--- config.mk ---
export PLATFORM = sky130hd
export DESIGN_NAME = picoblaze_io_hub_flat
export DESIGN_NICKNAME = d
export VERILOG_FILES = /design/src/rtl/picoblaze_io_hub_if.sv /design/src/rtl/picoblaze_io_hub.sv /design/src/flat_wrapper.sv
export SDC_FILE = /design/constraint.sdc
export NUM_CORES = 1
export LEC_CHECK = 0
export ABC_AREA = 0
export CAP_MARGIN = 20
export CORE_AREA = 10 10 83 85
export CTS_BUF_LIST = sky130_fd_sc_hd__clkbuf_8 sky130_fd_sc_hd__clkbuf_16
export DETAILED_ROUTE_END_ITERATION = 10
export DIE_AREA = 0 0 93 95
export PLACE_DENSITY_LB_ADDON = 0.05
export RECOVER_POWER = 100
export SYNTH_ARGS = -nofsm -noshare
export SYNTH_HDL_FRONTEND = slang
export SYNTH_SLANG_ARGS = --single-unit
--- constraint.sdc ---
create_clock -name clk -period 1.42 [get_ports clk]
set_clock_uncertainty 0.15 [all_clocks]
set_input_delay 0.284 -clock clk [delete_from_list [all_inputs] [get_ports clk]]
set_output_delay 0.284 -clock clk [all_outputs]
set_load 0.005 [all_outputs]
--- src/rtl/picoblaze_io_hub_if.sv ---
// Core-side bus plus datapath byte ports and start/finish channels
// shared by picoblaze_io_hub and whoever drives it.
interface picoblaze_io_hub_if #(
  parameter int NUM_OUT = 2,
  parameter int NUM_IN  = 2,
  parameter int NUM_CH  = 2
);
  logic [7:0]           port_id;
  logic [7:0]           out_port;
  logic                 write_strobe;
  logic [7:0]           in_port;
  logic                 interrupt;
  logic                 interrupt_ack;
  logic [8*NUM_IN-1:0]  in_data;
  logic [8*NUM_OUT-1:0] out_data;
  logic [NUM_CH-1:0]    fsm_start;
  logic [NUM_CH-1:0]    fsm_finish;

  modport master (
    output port_id, out_port, write_strobe, interrupt_ack,
    output in_data, fsm_finish,
    input  in_port, interrupt, out_data, fsm_start
  );

  modport slave (
    input  port_id, out_port, write_strobe, interrupt_ack,
    input  in_data, fsm_finish,
    output in_port, interrupt, out_data, fsm_start
  );
endinterface

--- src/rtl/picoblaze_io_hub.sv ---
// I/O and interrupt hub: output byte regs, input byte mux, start/finish
// channels with pending/enable/busy and an ack-cleared interrupt.
module picoblaze_io_hub #(
  parameter int NUM_OUT    = 2,
  parameter int NUM_IN     = 2,
  parameter int NUM_CH     = 2,
  parameter int START_MODE = 0
) (
  input logic               clk,
  input logic               reset,
  picoblaze_io_hub_if.slave bus
);

  logic [7:0]        out_q [NUM_OUT];
  logic [7:0]        out_d [NUM_OUT];
  logic [7:0]        in_port_q, in_port_d;
  logic [NUM_CH-1:0] start_q, start_d;
  logic [NUM_CH-1:0] finish_q;
  logic [NUM_CH-1:0] pend_q, pend_d;
  logic [NUM_CH-1:0] en_q, en_d;
  logic [NUM_CH-1:0] busy_q, busy_d;
  logic              irq_q, irq_d;

  logic [NUM_CH-1:0] rise;
  logic [NUM_CH-1:0] wbits;
  logic              sel_start, sel_en, sel_clr;
  logic              irq_event;

  always_comb begin
    wbits     = bus.out_port[NUM_CH-1:0];
    sel_start = bus.write_strobe && (bus.port_id == 8'h40);
    sel_en    = bus.write_strobe && (bus.port_id == 8'h22);
    sel_clr   = bus.write_strobe && (bus.port_id == 8'h23);
    rise      = bus.fsm_finish & ~finish_q;

    en_d = sel_en ? wbits : en_q;

    // rise sets after the W1C clear so a same-cycle edge is not lost
    pend_d = pend_q & ~(sel_clr ? wbits : '0);
    pend_d = pend_d | rise;

    busy_d = (busy_q & ~rise) | (sel_start ? wbits : '0);

    if (START_MODE == 0) start_d = sel_start ? wbits : '0;
    else                 start_d = sel_start ? wbits : start_q;

    irq_event = |(rise & en_d);
    if (sel_en && |(pend_q & wbits & ~en_q)) irq_event = 1'b1;
    irq_d = irq_event | (irq_q & ~bus.interrupt_ack);

    for (int k = 0; k < NUM_OUT; k++) begin
      out_d[k] = out_q[k];
      if (bus.write_strobe && bus.port_id == 8'(128 + k))
        out_d[k] = bus.out_port;
    end

    in_port_d = 8'h00;
    for (int k = 0; k < NUM_IN; k++) begin
      if (bus.port_id == 8'(k)) in_port_d = bus.in_data[8*k +: 8];
    end
    case (bus.port_id)
      8'h20:   in_port_d = 8'(bus.fsm_finish);
      8'h21:   in_port_d = 8'(pend_q);
      8'h22:   in_port_d = 8'(en_q);
      8'h24:   in_port_d = 8'(busy_q);
      default: ;
    endcase
  end

  // finish_q resets high so a finish held across reset is not an edge
  always_ff @(posedge clk or posedge reset) begin
    if (reset) begin
      out_q     <= '{default: '0};
      in_port_q <= '0;
      start_q   <= '0;
      finish_q  <= '1;
      pend_q    <= '0;
      en_q      <= '0;
      busy_q    <= '0;
      irq_q     <= 1'b0;
    end else begin
      out_q     <= out_d;
      in_port_q <= in_port_d;
      start_q   <= start_d;
      finish_q  <= bus.fsm_finish;
      pend_q    <= pend_d;
      en_q      <= en_d;
      busy_q    <= busy_d;
      irq_q     <= irq_d;
    end
  end

  for (genvar g = 0; g < NUM_OUT; g++) begin : g_out
    assign bus.out_data[8*g +: 8] = out_q[g];
  end

  assign bus.in_port   = in_port_q;
  assign bus.interrupt = irq_q;
  assign bus.fsm_start = start_q;

endmodule
--- src/flat_wrapper.sv ---
// flat-port wrapper written by rule: the top's interface ports become plain ports
module picoblaze_io_hub_flat 
#(
  parameter int NUM_OUT    = 2,
  parameter int NUM_IN     = 2,
  parameter int NUM_CH     = 2,
  parameter int START_MODE = 0
)
  (clk, reset, bus_port_id, bus_out_port, bus_write_strobe, bus_interrupt_ack, bus_in_data, bus_fsm_finish, bus_in_port, bus_interrupt, bus_out_data, bus_fsm_start);
  picoblaze_io_hub_if #(.NUM_OUT(NUM_OUT), .NUM_IN(NUM_IN), .NUM_CH(NUM_CH)) bus_i ();
  input logic clk;
  input logic reset;
  input wire logic [$bits(bus_i.port_id)-1:0] bus_port_id;
  input wire logic [$bits(bus_i.out_port)-1:0] bus_out_port;
  input wire logic [$bits(bus_i.write_strobe)-1:0] bus_write_strobe;
  input wire logic [$bits(bus_i.interrupt_ack)-1:0] bus_interrupt_ack;
  input wire logic [$bits(bus_i.in_data)-1:0] bus_in_data;
  input wire logic [$bits(bus_i.fsm_finish)-1:0] bus_fsm_finish;
  output wire logic [$bits(bus_i.in_port)-1:0] bus_in_port;
  output wire logic [$bits(bus_i.interrupt)-1:0] bus_interrupt;
  output wire logic [$bits(bus_i.out_data)-1:0] bus_out_data;
  output wire logic [$bits(bus_i.fsm_start)-1:0] bus_fsm_start;
  assign bus_i.port_id = bus_port_id;
  assign bus_i.out_port = bus_out_port;
  assign bus_i.write_strobe = bus_write_strobe;
  assign bus_i.interrupt_ack = bus_interrupt_ack;
  assign bus_i.in_data = bus_in_data;
  assign bus_i.fsm_finish = bus_fsm_finish;
  assign bus_in_port = bus_i.in_port;
  assign bus_interrupt = bus_i.interrupt;
  assign bus_out_data = bus_i.out_data;
  assign bus_fsm_start = bus_i.fsm_start;
  picoblaze_io_hub #(.NUM_OUT(NUM_OUT), .NUM_IN(NUM_IN), .NUM_CH(NUM_CH), .START_MODE(START_MODE)) u_core (.clk(clk), .reset(reset), .bus(bus_i));
endmodule
### Word level (Yosys, flattened, before mapping)

Index checks and enable logic that the tools add are counted.

* bits in read-only memories: 0
* memories: 0
* RAM bits: 0
* output and inout bits: 27
* register bits after elaboration: 35
* latch bits: 0

* $mul: 0
* shift operators: 0
* order comparisons: 0
* div/mod/pow operators: 0
* mux-type cells: 7
* eq/ne operators: 9
* $add $sub $neg: 0
* reduce and logical (&&, ||, !) cells: 9
* bitwise gates (word level): 15

Operators with widths (count)
* 8-bit by 6-bit equality test with 1-bit output (second input constant): 5
* 8-bit one-hot mux with 4 select lines: 1
* 8-bit equality test (second input constant): 2
* 8-bit 2-to-1 mux: 2
* 2-bit AND: 6
* 8-bit by 1-bit equality test with 1-bit output (second input constant): 1
* 8-bit by 7-bit equality test with 1-bit output (second input constant): 1
* 8-bit zero test: 1
* 2-bit inverter: 4
* 1-bit logical AND: 6
* 2-bit 2-to-1 mux: 3
* 2-bit OR: 2
* 2-bit OR reduction: 2
* 1-bit AND: 1
* 1-bit 2-to-1 mux: 1
* 1-bit inverter: 1
* 1-bit OR: 1

### Logic depth before layout (Yosys ltp)

Gate-level depths: netlist of run 1.

* word-level depth: 7
* mapped depth: 5

### Worst setup path after synthesis of run 1

OpenSTA, ideal clock, no wires.

* path kind: in2reg
* start point: in bus_port_id[4]
* end point: reg u_core.in_port_q[0], in the netlist u_core.bus.in_port[0]
* cell stages on the path: 4
* setup slack: -320 ps
* setup time: 83 ps
* arrival time: 1508 ps
* path through: or4b_4 -> or4_1 -> o22a_1 -> o21ai_0

* longest elaborated chain between the ends: 4
* elaborated cells between the ends (all ways): 9
* those cells by class: 5 x eq/ne; 3 x mux; 1 x reduce/logical

RTL lines
* start, declared: RTL line flat_wrapper.sv:13 `input wire logic [$bits(bus_i.port_id)-1:0] bus_port_id;`
* 8-bit zero test: RTL line picoblaze_io_hub.sv:59 `if (bus.port_id == 8'(k)) in_port_d = bus.in_data[8*k +: 8];`
* 8-bit 2-to-1 mux (2 in series): RTL line picoblaze_io_hub.sv:59
* 8-bit one-hot mux with 4 select lines *: RTL line picoblaze_io_hub.sv:61 `case (bus.port_id)`
* net u_core.in_port_d[0]: RTL line picoblaze_io_hub.sv:16 `logic [7:0] in_port_q, in_port_d;`
* end signal, assigned: RTL line picoblaze_io_hub.sv:83 `in_port_q <= in_port_d;`
* end, declared: RTL line picoblaze_io_hub.sv:16

The timed path passes the listed nets; every way through them passes the cells marked *.
A chain may end at the register's enable or synchronous reset.

### Worst setup path in the final report of run 1

* start point: in bus_port_id[7]
* end point: reg u_core.in_port_q[1], in the netlist u_core.bus.in_port[1]

Same word-level chain as after synthesis.

==> impl_metrics.ini, run 1 <==
[outcome]
status = complete, but fails checks
violations = setup timing

[clocking]
cts_buffers = 5
cts.clk_slew.worst_paths_ns = 0.07
clk_latency_ns = 0.28
cts_tree = yes
clock_tree.buffer_depth = 2
cts_hold_buffers = 0
cts_htree_levels = 2
cts.sink_count = 35
cts-root-buf = sky130_fd_sc_hd__clkbuf_8

[sta]
final_min_period_over_clock_period_pct = 115
report.final.hold_viol_count = 0
layout_min_cycle_time_ns = 1.63
tightest_slew_ns = 0.497
worst_slack_ns = -0.212
rsz0062_at_grt = true
slew_headroom_pct = 66.9
achievable-frequency_mhz = 613
final-setup-viol-count = 13
slew_violations = 0

[synth]
number_of_enable_type_register_cells_in_the_synthesized_netlist = 0
synth_cells = 115
area_of_the_mapped_netlist_um2 = 1520
synth_compound_area_share_pct = 11.0
synthTopCellsByArea = sky130_fd_sc_hd__dfrtp_1 (54%), sky130_fd_sc_hd__mux2_2 (13%), sky130_fd_sc_hd__a22o_1 (4.6%)
synth.yosys.seq_area_share_pct = 57.9
synthesis_stage_register_bit_count = 35
synth.top_cells.by_count = sky130_fd_sc_hd__dfrtp_1 (33), sky130_fd_sc_hd__mux2_2 (17), sky130_fd_sc_hd__a22o_1 (8), sky130_fd_sc_hd__nor2b_1 (6), sky130_fd_sc_hd__nor2_1 (5)
avgSynthCellArea_um2 = 13.2
ys_dominant_reg_cell = sky130_fd_sc_hd__dfrtp_1
multiplexer_fraction_of_the_synthesized_cell_area_pct = 15.3
yosys.cell_types.count = 31
synthSimpleGateAreaFrac_pct = 14.6
yosysWarnings = 0
netlist.area_leader.share_pct = 54.4
syn_nets = 153
yosysMostFrequentCell = sky130_fd_sc_hd__dfrtp_1
async_reset_ff_share_pct = 100
synth_top_family_by_area = multiplexers
synth_area_in_adders_pct = 0
synth_top_area_cell = sky130_fd_sc_hd__dfrtp_1
synth_xor_area_share_pct = 0

[worst_setup_path]
reg2reg_depth = 4
worst_path_max_delay_cell = sky130_fd_sc_hd__or4b_4
worst-endpoint-required_ns = 1.48
crit-reg2reg-capture = u_core.bus.interrupt
category_of_the_critical_setup_timing_path = input port to flop
timing.critical_path.to = u_core.bus.in_port[1]
cp_data_arrival_time_ns = 1.69
worstReg2RegStart = u_core.finish_q[0]
stage_delay_of_the_slowest_cell_on_the_critical_path_ns = 0.55
top_delay_family_on_crit_path = simple AND/OR/NAND/NOR gates
worstSetupPathDepth = 5
worst-path-max-fanout = 3
critical_path.startpoint = bus_port_id[7]
path_buf_inv = 1
worstPathCellList = buf_8 > or4b_4 > or4_4 > o22a_1 > o21ai_1
timing.reg2reg.setup_slack_ns = 0.02
end_kind = flop
start_kind = input port

[final_layout]
fraction_of_final_layout_cells_with_drive_strength_greater_than_1_pct = 35.4
fin_nets = 249
fill_cells = 536
num_antenna_cells = 0
area_growth_syn_to_layout_pct = 69.9
finish.utilization_pct = 48.3

[power]
power_switching_mw = 0.492
combPwrFrac_pct = 15.8
peakVddDrop_mv = 0.431
p_clk_share_pct = 33.3
power.static_leakage_nw = 1.31
power.density_nw_per_um2 = 797
power.share.switching_pct = 23.9
power.internal_mw = 1.56
design_power_total_mw = 2.05
seq_power_share_pct = 51.0

[route]
vias_per_cell = 4.51
drc = 0
wire_per_inst_um = 16.5
vias = 1280
first_iter_violations = 32
route.final.wire_length_um = 4690
drt_pre_antenna_iters = 4
drtAntennaViolNets = 0

[global_routing]
grt_start_max_net_pins = 20
vias_in_the_first_global_route = 1476
congestion_overflow_gr = 0
grt_pass1_wl_um = 7820
grt_use_total_pct = 11.4
antenna_found_initial = 0

[floorplanning]
die-width_um = 93
die_area_um2 = 8840
io_pins = 65
initial_utilization_pct = 28.4
core_region_area_um2 = 5340
die_height_um = 95
core.rowCount = 27

[min_path]
hp-class = flop to flop
timing.hold.worst_path_depth = 1

[place]
routabilityCongestion = 0.821
hpwl_reported_at_the_end_of_detailed_placement_um = 3670
buffer_ports.inserted = 64

[flow_run]
max-cap-violations = 0
==> cell families (layout without fill, tap and decap cells) <==
family / Yosys count / in the layout
DFF: 35 / 35
and+or+nand+nor: 32 / 32
AOI/OAI and AO/OA: 22 / 22
muxes: 21 / 21
buffers and inverters: 5 / 102
==> power groups by stage <==
stage | Combinational, mW | Sequential [mW] | Clock (mW)
2_1_floorplan | 0.0970 | 1.07 | 0
3_3_place_gp | 0.332 | 1.07 | 0
3_5_place_dp | 0.336 | 1.07 | 0
4_1_cts | 0.338 | 1.05 | 0.721
5_1_grt | 0.356 | 1.05 | 0.770
6_report | 0.324 | 1.05 | 0.684
==> sequential cells by signal, summed over array words and instances (netlist names) <==
signal	flops
u_core.bus.out_data	16
u_core.bus.in_port	8
u_core.bus.fsm_start	2
u_core.busy_q	2
u_core.en_q	2
u_core.finish_q	2
u_core.pend_q	2
u_core.bus.interrupt	1
==> stage by stage <==
step | setup slack [ns] | TNS [ns] | hold slack, ns | instance area (µm²) | cells
after floorplan | -0.319 | -1.83 | 0.138 | 1560 | 115
after global placement | -0.827 | -20.41 | 0.337 | 2450 | 270
after detailed placement | -0.883 | -20.94 | 0.343 | 2450 | 270
after CTS | -0.223 | -1.74 | 0.225 | 2620 | 284
after global routing | -0.242 | -2.27 | 0.372 | 2580 | 284
final | -0.212 | -1.66 | 0.353 | 2580 | 284
==> cells in the final DEF (no fill, tap or decap), types with 2 or more instances in the layout <==
cell	instances
sky130_fd_sc_hd__buf_2	2
sky130_fd_sc_hd__mux2i_1	4
sky130_fd_sc_hd__a22o_1	8
sky130_fd_sc_hd__dlygate4sd2_1	28
sky130_fd_sc_hd__dfrtp_1	33
sky130_fd_sc_hd__dlygate4sd3_1	2
sky130_fd_sc_hd__o21ai_1	3
sky130_fd_sc_hd__a21o_1	3
sky130_fd_sc_hd__nor2_1	2
sky130_fd_sc_hd__clkbuf_2	5
sky130_fd_sc_hd__nand3_1	2
sky130_fd_sc_hd__dfstp_2	2
sky130_fd_sc_hd__clkbuf_1	3
sky130_fd_sc_hd__clkbuf_8	5
sky130_fd_sc_hd__a22oi_1	2
sky130_fd_sc_hd__buf_4	18
sky130_fd_sc_hd__clkdlybuf4s50_1	26
sky130_fd_sc_hd__o22a_1	2
sky130_fd_sc_hd__inv_1	4
sky130_fd_sc_hd__and2_1	2
sky130_fd_sc_hd__or4_4	3
sky130_fd_sc_hd__nor2b_1	5
sky130_fd_sc_hd__nor2_4	2
sky130_fd_sc_hd__mux2_2	14
sky130_fd_sc_hd__mux2_4	3
sky130_fd_sc_hd__buf_6	6
==> layout make-up <==
| class | count | area, µm² | area share (%) |
|---|---|---|---|
| inverters | 3 | 11.3 | 0.437 |
| well taps | 72 | 90.1 | 3.49 |
| repair buffers | 91 | 790 | 30.6 |
| multi-input cells | 75 | 724 | 28.1 |
| flip-flops and latches | 35 | 878 | 34.1 |
| clock buffers | 5 | 68.8 | 2.67 |
| clock inverters | 3 | 16.3 | 0.631 |
==> timing repair <==
action	in CTS	in global routing
endpoints found under the setup margin	60	33
buffers inserted	6	2
endpoints found under the hold margin	0	0
gates resized for setup	73	15
pin swaps	17	10
==> how the worst min path moves through the flow <==
stage	slack (ns)	to	from
finish	0.35	u_core.bus.out_data[4]	u_core.bus.out_data[4]
global route	0.37	u_core.bus.out_data[14]	u_core.bus.out_data[14]
CTS	0.23	u_core.bus.out_data[12]	reset
detailed placement	0.34	u_core.bus.out_data[1]	u_core.bus.out_data[1]
global placement	0.34	u_core.busy_q[1]	u_core.busy_q[1]
floorplan	0.14	u_core.finish_q[0]	bus_fsm_finish[0]
==> routing by layer <==
metal | track usage, % | up-vias | wire length (µm)
met3 | 4.52 | 5 | 275
met2 | 18.6 | 43 | 2330
met1 | 13.5 | 613 | 2040
met4 | 3.34 | 0 | 49
met5 | 0 | - | 0
li1 | - | 619 | -
(Power assumes the default switching activity.)
==> run 2: changes to the inputs <==
Settings changed: CORE_AREA 10 10 83 85 to 10 10 77 79, DIE_AREA 0 0 93 95 to 0 0 87 89.
==> run 2 against run 1 <==
  * The run still ends with setup timing left
  * Hold slack lost 0.00078 ns
  * Power grew 1.1%
  * Setup slack gained 0.031 ns
  * Global-route usage grew 0.19 points
  * Design area shrank 1.5%
  * Core utilization grew 7.7 points
  * Clock-buffer cell count is the same
  * Cell count shrank 6.7%
==> impl_metrics.ini, run 2 (synthesis gave the netlist of run 1 again) <==
[power]
seq_power_share_pct = 50.4
power.internal_mw = 1.56
peakVddDrop_mv = 0.787
p_clk_share_pct = 34.4
power.share.switching_pct = 24.7
power_switching_mw = 0.513
power.static_leakage_nw = 1.26
power.density_nw_per_um2 = 818
combPwrFrac_pct = 15.2

[worst_setup_path]
start_kind = input port
end_kind = flop
cp_data_arrival_time_ns = 1.61
worst-path-max-fanout = 3
category_of_the_critical_setup_timing_path = input port to flop
worst-endpoint-required_ns = 1.43

[place]
buffer_ports.inserted = 64
placed_cell_area_um2 = 2420
routabilityCongestion = 0.812
place.detailed.instances = 252
hpwl_reported_at_the_end_of_detailed_placement_um = 3420
dpl_worst_slack_ns = -0.853

[final_layout]
num_antenna_cells = 0
largest_register_ff_count = 16
fin_nets = 248
post-route-cell-area_um2 = 2540
fill_cells = 405
post_layout_nonfiller_instances = 265
most_frequent_cells_in_the_layout = sky130_fd_sc_hd__dfrtp_1 (33), sky130_fd_sc_hd__clkdlybuf4s50_1 (26), sky130_fd_sc_hd__dlygate4sd2_1 (26)
final_common_cell = sky130_fd_sc_hd__dfrtp_1
fraction_of_final_layout_cells_with_drive_strength_greater_than_1_pct = 35.1
area_growth_syn_to_layout_pct = 67.4

[sta]
layout_min_cycle_time_ns = 1.60
report.final.hold_viol_count = 0
slew_headroom_pct = 41.4
achievable-frequency_mhz = 625
rsz0062_at_grt = true
final_min_period_over_clock_period_pct = 113
hold_ws_ns = 0.353
tightest_slew_ns = 0.879
slew_violations = 0
final-setup-viol-count = 13
worst_slack_ns = -0.181

[clocking]
cts-root-buf = sky130_fd_sc_hd__clkbuf_8
clk_latency_ns = 0.28
cts_buffers = 5
cts.sink_count = 35
cts_hold_buffers = 0
clock_tree.buffer_depth = 2
cts_tree = yes
cts.clk_slew.worst_paths_ns = 0.08
cts_htree_levels = 2

[route]
drt_pre_antenna_iters = 4
drtAntennaViolNets = 0
route.final.wire_length_um = 4500
first_iter_violations = 48
drc = 0
vias_per_cell = 4.85
vias = 1285
wire_per_inst_um = 17.0

[floorplanning]
io_pins = 65
core_region_area_um2 = 4540
initial_utilization_pct = 33.5
core.rowCount = 25
die-width_um = 87
die_area_um2 = 7740
die_height_um = 89

[min_path]
hp-class = flop to flop

[global_routing]
congestion_overflow_gr = 0
vias_in_the_first_global_route = 1357
grt_use_total_pct = 11.6
antenna_found_initial = 0
grt_start_max_net_pins = 36
grt_pass1_wl_um = 7070

[outcome]
violations = setup timing
status = complete, but fails checks

[flow_run]
max-cap-violations = 0
==> run 2: layout make-up <==
cell class / instances / area (µm²) / area share (%)
Clock inverter: 3 / 20.0 / 0.788
Timing Repair Buffer: 90 / 796 / 31.3
Clock buffer: 5 / 68.8 / 2.71
Inverter: 3 / 11.3 / 0.443
Sequential cell: 35 / 878 / 34.6
Tap cell: 54 / 67.6 / 2.66
Multi-Input combinational cell: 75 / 699 / 27.5
==> run 2: what timing repair did <==
action	CTS	global route
setup endpoints to repair	60	27
endpoints found under the hold margin	0	0
pin swaps	12	11
gates resized for setup	65	18
setup buffers	3	2
==> run 2: per-layer routing <==
layer | share of wire [%] | vias to the layer above | global-route usage (%)
met5 | 0 | - | 0
met4 | 0.93 | 0 | 4.27
met3 | 7.9 | 4 | 4.56
met2 | 50 | 45 | 18.5
met1 | 41 | 619 | 13.7
li1 | - | 617 | -
==> run 2: through the flow <==
stage | util [%] | TNS (ns) | total power [mW]
final | 56.0 | -1.34 | 2.08
after global routing | 56.0 | -6.96 | 2.18
after CTS | 55.9 | -1.11 | 2.11
after detailed placement | 53.5 | -21.62 | 1.40
after global placement | 53.5 | -21.13 | 1.39
after floorplan | - | -1.83 | 1.16
==> run 2: path summary, 6_finish.rpt <==
check | endpoint | slack [ns] | start | cells past startpoint
hold / removal | u_core.bus.out_data[10] | 0.35 | u_core.bus.out_data[10] | 1
setup reg to reg | u_core.bus.interrupt | 0.07 | u_core.finish_q[0] | 4
setup / recovery | u_core.en_q[1] | -0.18 | bus_port_id[4] | 5
max in group asynchronous | u_core.en_q[1] | 0.02 | reset | 3
min in group asynchronous | u_core.bus.in_port[3] | 0.55 | reset | 3
hold reg to reg | u_core.bus.out_data[10] | 0.35 | u_core.bus.out_data[10] | 1
==> run 2: power by group through the flow <==
stage	registers, mW	logic, mW	clock network (mW)
final	1.05	0.316	0.714
after global routing	1.05	0.345	0.787
after CTS	1.05	0.322	0.740
after detailed placement	1.07	0.332	0
after global placement	1.07	0.326	0
after floorplan	1.07	0.0970	0
==> run 2: worst max-delay path, stage by stage <==
cell and delay (ns):
sky130_fd_sc_hd__buf_6 0.10, sky130_fd_sc_hd__or4b_4 0.56, sky130_fd_sc_hd__buf_6 0.15, sky130_fd_sc_hd__nor3_4 0.21, sky130_fd_sc_hd__mux2_4 0.32
==> run 3: changes to the inputs <==
Settings changed: TNS_END_PERCENT set to 30.
==> run 3 against run 2 <==
  * Clock-buffer cell count stayed put
  * The run still ends with setup timing left
  * Cell count is 1.1% lower
  * Flip-flop and latch count stayed put
  * Highest routed layer unchanged
  * First-iteration DRC count is 46% higher
  * Critical path type unchanged
==> impl_metrics.ini, run 3 (synthesis gave the netlist of run 1 again) <==
[final_layout]
fill_cells = 403
most_frequent_cells_in_the_layout = sky130_fd_sc_hd__dfrtp_1 (33), sky130_fd_sc_hd__dlygate4sd2_1 (27), sky130_fd_sc_hd__clkdlybuf4s50_1 (26)
post-route-cell-area_um2 = 2540
largest_register_ff_count = 16
num_antenna_cells = 0
fraction_of_final_layout_cells_with_drive_strength_greater_than_1_pct = 32.7
area_growth_syn_to_layout_pct = 67.6
fin_nets = 245
final_common_cell = sky130_fd_sc_hd__dfrtp_1

[worst_setup_path]
timing.critical_path.mode_cell = sky130_fd_sc_hd__buf_6
worstPathCellList = buf_6 > or4b_4 > buf_6 > nor3_4 > mux2_4
crit-reg2reg-capture = u_core.bus.interrupt
timing.reg2reg.setup_slack_ns = 0.04
worst-endpoint-required_ns = 1.44
reg2reg_depth = 4
worst-path-max-fanout = 3
start_kind = input port
stage_delay_of_the_slowest_cell_on_the_critical_path_ns = 0.55
worst_path_max_delay_cell = sky130_fd_sc_hd__or4b_4
cp_data_arrival_time_ns = 1.60
worstReg2RegStart = u_core.finish_q[0]
category_of_the_critical_setup_timing_path = input port to flop
end_kind = flop

[sta]
final_min_period_over_clock_period_pct = 111
final-setup-viol-count = 11
rsz0062_at_grt = true
tightest_slew_ns = 0.878
slew_violations = 0
timing.setup.tns_ns = -1.17
report.final.hold_viol_count = 0
slew_headroom_pct = 41.5
layout_min_cycle_time_ns = 1.58
worst_slack_ns = -0.163
hold_ws_ns = 0.351
achievable-frequency_mhz = 632

[global_routing]
grt_most_used_layer = met2
use_met2_pct = 19.7
grt_util_met3_pct = 5.01
congestion_overflow_gr = 0
antenna_found_initial = 0
grt_use_total_pct = 12.1
vias_in_the_first_global_route = 1436
grt_start_max_net_pins = 36
grt_use_met1_pct = 14.0
grt_pass1_wl_um = 7370

[clocking]
cts.clk_slew.worst_paths_ns = 0.08
cts_htree_levels = 2
clock_tree.buffer_depth = 2
cts.sink_count = 35
cts_hold_buffers = 0
cts_buffers = 5
cts_tree = yes
cts-root-buf = sky130_fd_sc_hd__clkbuf_8
clk_latency_ns = 0.29

[place]
buffer_ports.inserted = 64
hpwl_reported_at_the_end_of_detailed_placement_um = 3490
placed_cell_area_um2 = 2430
routabilityCongestion = 0.782

[route]
drtAntennaViolNets = 0
drc = 0
vias_per_cell = 4.90
first_iter_violations = 70
wire_per_inst_um = 17.3
vias = 1283
drt_pre_antenna_iters = 4
route.final.wire_length_um = 4530

[floorplanning]
die_area_um2 = 7740
initial_utilization_pct = 33.5
core_region_area_um2 = 4540
core.rowCount = 25
io_pins = 65
die-width_um = 87
die_height_um = 89

[outcome]
status = complete, but fails checks
violations = setup timing

[min_path]
hold_path.startpoint = bus_port_id[7]
hold-path-endpoint = u_core.bus.in_port[0]
timing.hold.worst_path_depth = 5
hp-class = input port to flop

[flow_run]
max-cap-violations = 0

[power]
design_power_total_mw = 2.26
power.static_leakage_nw = 1.28
peakVddDrop_mv = 0.564
power.density_nw_per_um2 = 889
## run 3: cell count changes in the layout (fill, tap and decap cells not counted), moves of 2 or more
cell	delta
sky130_fd_sc_hd__buf_6	-3
sky130_fd_sc_hd__nand3_2	-2
sky130_fd_sc_hd__clkdlybuf4s15_2	+2
sky130_fd_sc_hd__clkinvlp_4	-2
sky130_fd_sc_hd__nand3_1	+3
## run 3: metal layers
layer / up-vias / routed length (µm)
li1: 607 / -
met3: 6 / 363
met5: - / 0
met4: 0 / 59
met2: 38 / 2310
met1: 632 / 1800
## run 3: how the worst max path moves through the flow
stage	end	start	depth (start not counted)	slack [ns]
after CTS	u_core.bus.in_port[1]	bus_port_id[7]	5	-0.19
after global routing	u_core.en_q[1]	bus_port_id[4]	5	-0.18
after detailed placement	u_core.bus.in_port[1]	bus_port_id[4]	5	-0.85
after floorplan	u_core.bus.in_port[0]	bus_port_id[4]	4	-0.32
after global placement	u_core.bus.in_port[1]	bus_port_id[4]	5	-0.82
final	u_core.en_q[1]	bus_port_id[4]	5	-0.16
## run 3: power by group
part | total [mW] | internal (mW) | switching, mW
combinational | 0.308 | 0.187 | 0.121
clock | 0.908 | 0.523 | 0.385
sequential | 1.05 | 1.03 | 0.0160
## run 3: through the flow
stage,setup slack [ns],std cells,utilization [%]
2_1_floorplan,-0.319,115,-
3_3_place_gp,-0.822,253,53.6
3_5_place_dp,-0.850,253,53.6
4_1_cts,-0.194,262,56.5
5_1_grt,-0.177,262,56.1
6_report,-0.163,262,56.1
## run 3: layout make-up
type	instances	area, µm²	share of cell area, %
clock buffer	5	68.8	2.71
clock inverter	3	43.8	1.72
inverter	3	11.3	0.443
multi-input combinational	75	687	27.0
sequential	35	878	34.5
tap	54	67.6	2.66
timing repair buffer	87	787	30.9
## run 3: repair_timing
action                                 4_1_cts  5_1_grt
pin swaps                                   10        5
resized for setup                           67        5
buffers inserted                             1        0
setup endpoints to repair                   60       32
endpoints found under the hold margin        0        0
## run 3: worst max-delay path: cells and delay by family
kind / cells / cell delay [ns]
buffers and inverters: 2 / 0.24
muxes: 1 / 0.32
and+or+nand+nor: 2 / 0.76
